**config.mk**
```make
export PLATFORM = sky130hd
export DESIGN_NAME = rf_fifo_ctrl
export DESIGN_NICKNAME = d
export VERILOG_FILES = /design/src/rtl/rf_fifo_pkg.sv /design/src/rtl/rf_ptr_ctr.sv /design/src/rtl/rf_fifo_ctrl.sv
export SDC_FILE = /design/constraint.sdc
export NUM_CORES = 1
export LEC_CHECK = 0
export ABC_AREA = 1
export ABC_CLOCK_PERIOD_IN_PS = 2500
export BUFFER_PORTS_ARGS = -buffer_cell sky130_fd_sc_hd__buf_2
export CORE_MARGIN = 2
export CORE_UTILIZATION = 39
export DETAILED_ROUTE_END_ITERATION = 10
export PLACE_DENSITY = 0.92
export REMOVE_ABC_BUFFERS = 1
export SETUP_SLACK_MARGIN = 0.2
export SKIP_CTS_REPAIR_TIMING = 1
export SLEW_MARGIN = 20
export SYNTH_ARGS = -nofsm -noshare
export SYNTH_HDL_FRONTEND = slang
export SYNTH_HIERARCHICAL = 1
export SYNTH_SLANG_ARGS = --single-unit
export TNS_END_PERCENT = 100
```
**constraint.sdc**
```tcl
create_clock -name clk -period 2.5 [get_ports clk]
set_input_delay 0.125 -clock clk [delete_from_list [all_inputs] [get_ports clk]]
set_output_delay 0.125 -clock clk [all_outputs]
set_load 0.01 [all_outputs]
```
**src/rtl/rf_fifo_pkg.sv**
```systemverilog
`default_nettype none
// ============================================================================
// Module   : rf_fifo_pkg
// Purpose  : Shared defaults, types and constants for the register-file FIFO
//            controller (rf_fifo_ctrl, rf_ptr_ctr).
// Revision : 1.0 - initial release
// ============================================================================
package rf_fifo_pkg;

  // Default geometry: 2**DEF_SEL entries of DEF_DATA_WIDTH bits
  localparam int DEF_SEL        = 2;
  localparam int DEF_DATA_WIDTH = 16;
  localparam int DEPTH          = 2 ** DEF_SEL;

  // Pointer into the register file and occupancy counter (0..DEPTH)
  typedef logic [DEF_SEL-1:0] ptr_t;
  typedef logic [DEF_SEL:0]   cnt_t;

endpackage : rf_fifo_pkg
`default_nettype wire

```
**src/rtl/rf_ptr_ctr.sv**
```systemverilog
`default_nettype none
// ============================================================================
// Module   : rf_ptr_ctr
// Purpose  : SEL-bit pointer counter that wraps modulo 2**SEL, with increment
//            enable and asynchronous active-high reset to zero.
// Revision : 1.0 - initial release
// ============================================================================
module rf_ptr_ctr
  import rf_fifo_pkg::*;
#(
  parameter int SEL = DEF_SEL
) (
  input  logic           clk,
  input  logic           rst,
  input  logic           inc,
  output logic [SEL-1:0] ptr
);

  // Advance by one on each enabled edge; natural binary overflow gives the wrap
  always_ff @(posedge clk or posedge rst) begin
    if (rst) begin
      ptr <= '0;
    end else if (inc) begin
      ptr <= ptr + SEL'(1);
    end
  end

endmodule : rf_ptr_ctr
`default_nettype wire

```
**src/rtl/rf_fifo_ctrl.sv**
```systemverilog
`default_nettype none
// ============================================================================
// Module   : rf_fifo_ctrl
// Purpose  : Pointer/flag controller turning a 2**SEL-entry register file
//            with registered read data into a FIFO. Drives the file's write
//            port and read address, tracks occupancy, and flags the cycle in
//            which the file's read output holds the popped word.
// Options  : RF_FIFO_ERR_EN - adds sticky err_overflow / err_underflow ports.
// Revision : 1.0 - initial release
// ============================================================================
module rf_fifo_ctrl
  import rf_fifo_pkg::*;
#(
  parameter int SEL        = DEF_SEL,
  parameter int DATA_WIDTH = DEF_DATA_WIDTH
) (
  input  logic                  clk,
  input  logic                  rst,
  // push port
  input  logic                  push_valid,
  output logic                  push_ready,
  input  logic [DATA_WIDTH-1:0] push_data,
  // pop port
  output logic                  pop_valid,
  input  logic                  pop_ready,
  // register-file side
  output logic                  wr_en,
  output logic [SEL-1:0]        wr_addr,
  output logic [DATA_WIDTH-1:0] wr_data,
  output logic [SEL-1:0]        rd_addr,
  output logic                  rd_data_valid,
  // status
  output logic [SEL:0]          count,
  output logic                  full,
`ifdef RF_FIFO_ERR_EN
  output logic                  empty,
  output logic                  err_overflow,
  output logic                  err_underflow
`else
  output logic                  empty
`endif
);

  typedef logic [SEL:0] occ_t;
  localparam occ_t DEPTH_OCC = occ_t'(2 ** SEL);

  logic push_acc;
  logic pop_acc;
  logic [SEL-1:0] wptr;
  logic [SEL-1:0] rptr;

  // Flags come only from the occupancy register, never from pointer equality,
  // so handshake readiness never depends on push_valid / pop_ready.
  assign full       = (count == DEPTH_OCC);
  assign empty      = (count == '0);
  assign push_ready = !full;
  assign pop_valid  = !empty;

  // Reset masks the write strobe so the file is never written during reset
  assign push_acc = push_valid && push_ready && !rst;
  assign pop_acc  = pop_valid && pop_ready;

  // Write path is purely combinational; the file captures on the wptr edge
  assign wr_en   = push_acc;
  assign wr_addr = wptr;
  assign wr_data = push_data;
  assign rd_addr = rptr;

  rf_ptr_ctr #(.SEL(SEL)) u_wptr (
    .clk (clk),
    .rst (rst),
    .inc (push_acc),
    .ptr (wptr)
  );

  rf_ptr_ctr #(.SEL(SEL)) u_rptr (
    .clk (clk),
    .rst (rst),
    .inc (pop_acc),
    .ptr (rptr)
  );

  // Occupancy: simultaneous push and pop cancel out
  always_ff @(posedge clk or posedge rst) begin
    if (rst) begin
      count <= '0;
    end else begin
      unique case ({push_acc, pop_acc})
        2'b10:   count <= count + occ_t'(1);
        2'b01:   count <= count - occ_t'(1);
        default: count <= count;
      endcase
    end
  end

  // The file's read data is registered, so the popped word appears one cycle later
  always_ff @(posedge clk or posedge rst) begin
    if (rst) begin
      rd_data_valid <= 1'b0;
    end else begin
      rd_data_valid <= pop_acc;
    end
  end

`ifdef RF_FIFO_ERR_EN
  // Sticky protocol-violation flags, cleared only by reset
  always_ff @(posedge clk or posedge rst) begin
    if (rst) begin
      err_overflow  <= 1'b0;
      err_underflow <= 1'b0;
    end else begin
      if (push_valid && full) err_overflow  <= 1'b1;
      if (pop_ready && empty) err_underflow <= 1'b1;
    end
  end
`endif

endmodule : rf_fifo_ctrl
`default_nettype wire

```
Word-level counts from Yosys, hierarchy flattened. Cells that the tools add are included.

$add $sub $neg: 4. Equality and inequality tests: 3. Multiplexer cells: 1. Reduce and logical (&&, ||, !) cells: 8.

Operator list (number): 3-bit one-hot mux with 2 select lines (1); 2-bit by 1-bit adder with 2-bit output, second input constant (2); 3-bit by 1-bit adder with 3-bit output, second input constant (1); 3-bit == test, second input constant (1); 1-bit logical AND (3); 1-bit logical NOT (3); 3-bit logical NOT (1); 3-bit by 1-bit subtractor with 3-bit output, second input constant (1); 2-bit by 1-bit == test with 1-bit output, second input constant (1); 2-bit == test, second input constant (1); 2-bit nonzero test (1).

Register bits: 8. Output and inout port bits: 29. Logic and storage cells: 20.

Logic depth before layout (Yosys ltp).
Depth in word-level cells: 6. Depth in mapped cells: 12. Gate-level depth less buffers: 12.

Cells and area by module. Netlist, hierarchy kept.

Modules (own cells, without submodules): rf_fifo_ctrl (instances 1, cells each 47, area each 380.4 um^2, seq. area each 100.1 um^2); rf_ptr_ctr (instances 2, cells each 11, area each 87.6 um^2, seq. area each 50.0 um^2).

Worst setup path after synthesis. OpenSTA, ideal clock, no wires.

Path type: flip-flop to flip-flop. Start: register count[1]. End: register count[2]. Library setup time: 117 ps. Arrival time: 1726 ps. Required time: 2383 ps. Path slack: 657 ps. Stages on the path, launching flop included: 12. Buffers on the path: 0. Cells stage by stage: dfrtp_1 > inv_1 > nand3_2 > inv_2 > nor2_2 > ha_1 > inv_1 > fa_1 > nand2_1 > nand3_1 > nand2_1 > nand2_1.

Elaborated cells on any way between the ends: 13. Those cells by class: 2 x add/sub; 3 x eq/ne; 1 x mux; 7 x reduce/logical.

RTL lines: start, declared (RTL line rf_fifo_ctrl.sv:33) `output logic [SEL:0] count,`; start signal, assigned (RTL line rf_fifo_ctrl.sv:89) `2'b10: count <= count + occ_t'(1);`; start signal, assigned (RTL line rf_fifo_ctrl.sv:90) `2'b01: count <= count - occ_t'(1);`; start signal, assigned (RTL line rf_fifo_ctrl.sv:91) `default: count <= count;`; 3-bit logical NOT (*) (RTL line rf_fifo_ctrl.sv:55) `assign empty = (count == '0);`; 1-bit logical NOT (*) (RTL line rf_fifo_ctrl.sv:57) `assign pop_valid = !empty;`; via pop_valid (RTL line rf_fifo_ctrl.sv:24) `output logic pop_valid,`; 1-bit logical AND (*) (RTL line rf_fifo_ctrl.sv:61) `assign pop_acc = pop_valid && pop_ready;`; via pop_acc (RTL line rf_fifo_ctrl.sv:48) `logic pop_acc;`; 2-bit by 1-bit == test with 1-bit output / 2-bit == test (equally long branches) (RTL line rf_fifo_ctrl.sv:88) `unique case ({push_acc, pop_acc})`; 3-bit one-hot mux with 2 select lines / 2-bit nonzero test (equally long branches).

Mark *: on every way through the listed nets, which the timed path passes. The rest lies on a longest branch. A chain may end at the register's enable or synchronous reset.

Worst setup path in the final report.
Start: input rst. End: register count[1].

Cells in the longest elaborated chain, start to end: 4. Elaborated cells on any way between the ends: 6. Those cells by class: 2 x eq/ne; 1 x mux; 3 x reduce/logical.

RTL lines: start, declared (RTL line rf_fifo_ctrl.sv:18) `input logic rst,`; 1-bit logical NOT (no source line) (*); 1-bit logical AND (*) (RTL line rf_fifo_ctrl.sv:60) `assign push_acc = push_valid && push_ready && !rst;`; 2-bit by 1-bit == test with 1-bit output / 2-bit == test (equally long branches) (RTL line rf_fifo_ctrl.sv:88); 3-bit one-hot mux with 2 select lines / 2-bit nonzero test (equally long branches).

Every way passes the cells marked *; elsewhere a longest branch is shown, timed or not.

==> reports/results.ini <==
[route]
drt-total-wl_mm=1.15
via_count=407
route.detailed.drc=0
firstDrtPassIters=2
drtIter0Drc=5
antenna_left=0
vias_per_cell=4.63
wl_per_cell_um=13.1

[synthesis]
synth_top_family_by_area=buffers and inverters
ys.flop_type=dfrtp_1
syn_avg_cell_area_um2=8.05
synth_cell_types=15
synth_compound_area_share_pct=0.901
synth_seq_cells=8
muxShareOfSynthArea_pct=0
synthAdderAreaFrac_pct=5.86
seq_area_frac_synth_pct=36.0
synth_edf_count=0
syn_inst=69
ys_warn_count=6
syn-cell-area_um2=556
synthXorXnorAreaFrac_pct=1.58
synthArstFlopShare_pct=100
yosys.area_share.simple_pct=22.5

[critical_path]
max_stage_delay_ps=530
timing.rr.start=count[0]
cp-end-kind=register
arrival_ps=2180
cp_max_fo=5
critPathKind=in2reg
crit_top_cell=inv_1
crit_slowest_cell=dlygate4sd3_1
ff2ff_setup_slack_ps=590
start_kind=input pin
startpoint=rst
crit_chain=dlygate4sd3_1, buf_2, inv_1, nand2_1, nor2_2, inv_2, ha_1, inv_1, fa_1, o21ai_0
cp.required_ps=2660

[power_and_ir_drop]
ir_drop_mv=0.432
finalPower_mw=0.736
p_leak_nw=0.339
power_density_nw_per_um2=1300

[timing]
fin_crit_sh_pct=81.0
post-route-min-period_ps=2020
slew_viol_final=0
max_slew.worst_pin.slew_ps=223
rsz0062_at_grt=false
setup_viol=0
slew_headroom_pct=85.1
fmax_mhz=494
hold_viol_final=0
fin_skew_ps=6.12
tns_ps=0

[finish]
layout_common_cells=buf_2, inv_1, nand2_1
area_growth_pct=2.03
fin_nets=97
final_common_cell=buf_2
regArea_um2=200
final_layout_size_suffix_gt1_share_pct=39.7
nFillCells=140
diodes=0
multi_input_area_um2=171

[floorplan]
die_y_um=41.7
rows=13
die_w_um=41.7
ios=49
dieArea_um2=1740
initial_core_util_pct=42.2
core_area_um2=1320

[clock_network]
insertion_delay_ps=250
root_buffer=clkbuf_4
path_clk_slew_ps=50
cts.sinks=8
cts_buffers=3
htreeDepth=1
cts.path.max_buffers=2
cts_tree=built

[global_route]
grt_max_degree=6
overflow=0
grt_pass1_wl_mm=1.81
antenna_found_initial=0
grt_use_total_pct=14.3
grt_pass1_vias=417

[min_path]
hp-start=pop_ready
hold_class=in2reg

[place]
buffer_ports.inserted=16
globalplace.congestion=0.809
dp_hpwl_um=971

[outcome]
status=completed

[flow_run]
drv_cap=0

==> stage by stage <==
| step | setup slack (ps) | utilization (%) | hold slack [ps] | cell area (um^2) | cells |
|---|---|---|---|---|---|
| 6_report | 476 | 43.0 | 126 | 567 | 88 |
| 5_1_grt | 239 | 43.0 | 129 | 567 | 88 |
| 4_1_cts | 574 | 42.3 | -272 | 557 | 87 |
| 3_5_place_dp | 582 | 40.6 | -0.669 | 534 | 84 |
| 3_3_place_gp | 694 | 40.6 | -1.18 | 534 | 84 |
| 2_1_floorplan | 657 | - | -134 | 435 | 53 |
==> synthesized netlist by cell type, types with 2 or more instances <==
library cell	count	area, um^2
nand3_1	3	15.0
buf_4	16	120
dfrtp_1	8	200
nor2_2	4	25.0
inv_1	13	48.8
inv_2	4	15.0
nor2_1	2	7.51
nand2_1	12	45.0
==> final timing paths <==
path                                      end  depth (start not counted)
worst max register to register       count[2]                         11
worst min register to register  u_rptr/ptr[1]                          2
worst max-delay path                 count[1]                         10
max in group asynchronous            count[0]                          3
min in group asynchronous       u_wptr/ptr[0]                          3
worst min-delay path            rd_data_valid                          3
==> state kept, by name, indices dropped and copies added, names as in the netlist <==
| signal | cells |
|---|---|
| u_rptr/ptr | 2 |
| count | 3 |
| u_wptr/ptr | 2 |
| rd_data_valid | 1 |
==> worst max-delay path, delay by kind of cell <==
kind                     cells  cell delay [ps]
AO/OA/AOI/OAI                1              170
buffers and inverters        5              950
adder cells (fa/ha/maj)      2              620
AND/OR/NAND/NOR              2              310
==> per-layer routing <==
metal  track usage, %  wire, um
met2             19.7       487
met1             14.0       450
met4             5.81         0
met5             10.0         0
met3             13.5       214
==> power breakdown <==
| part | internal, mW | switching, mW | leakage (nW) | total [mW] |
|---|---|---|---|---|
| combinational | 0.157 | 0.226 | 0.230 | 0.383 |
| clock | 0.0547 | 0.0406 | 0.0138 | 0.0954 |
| sequential | 0.194 | 0.0640 | 0.0950 | 0.258 |
==> layout make-up <==
type,count,area share [%]
Sequential cell,8,35.3
Multi-Input combinational cell,28,30.2
Timing Repair Buffer,17,15.9
Inverter,17,11.3
Clock buffer,3,3.97
Tap cell,15,3.31
==> logic make-up after synthesis <==
family,count (synthesis)
AOI/OAI and AO/OA,1
xor gates and xnor gates,1
adders and majority gates,2
buffers and inverters,33
DFF,8
and+or+nand+nor,24
No activity file was read; power rests on OpenSTA's default activity.
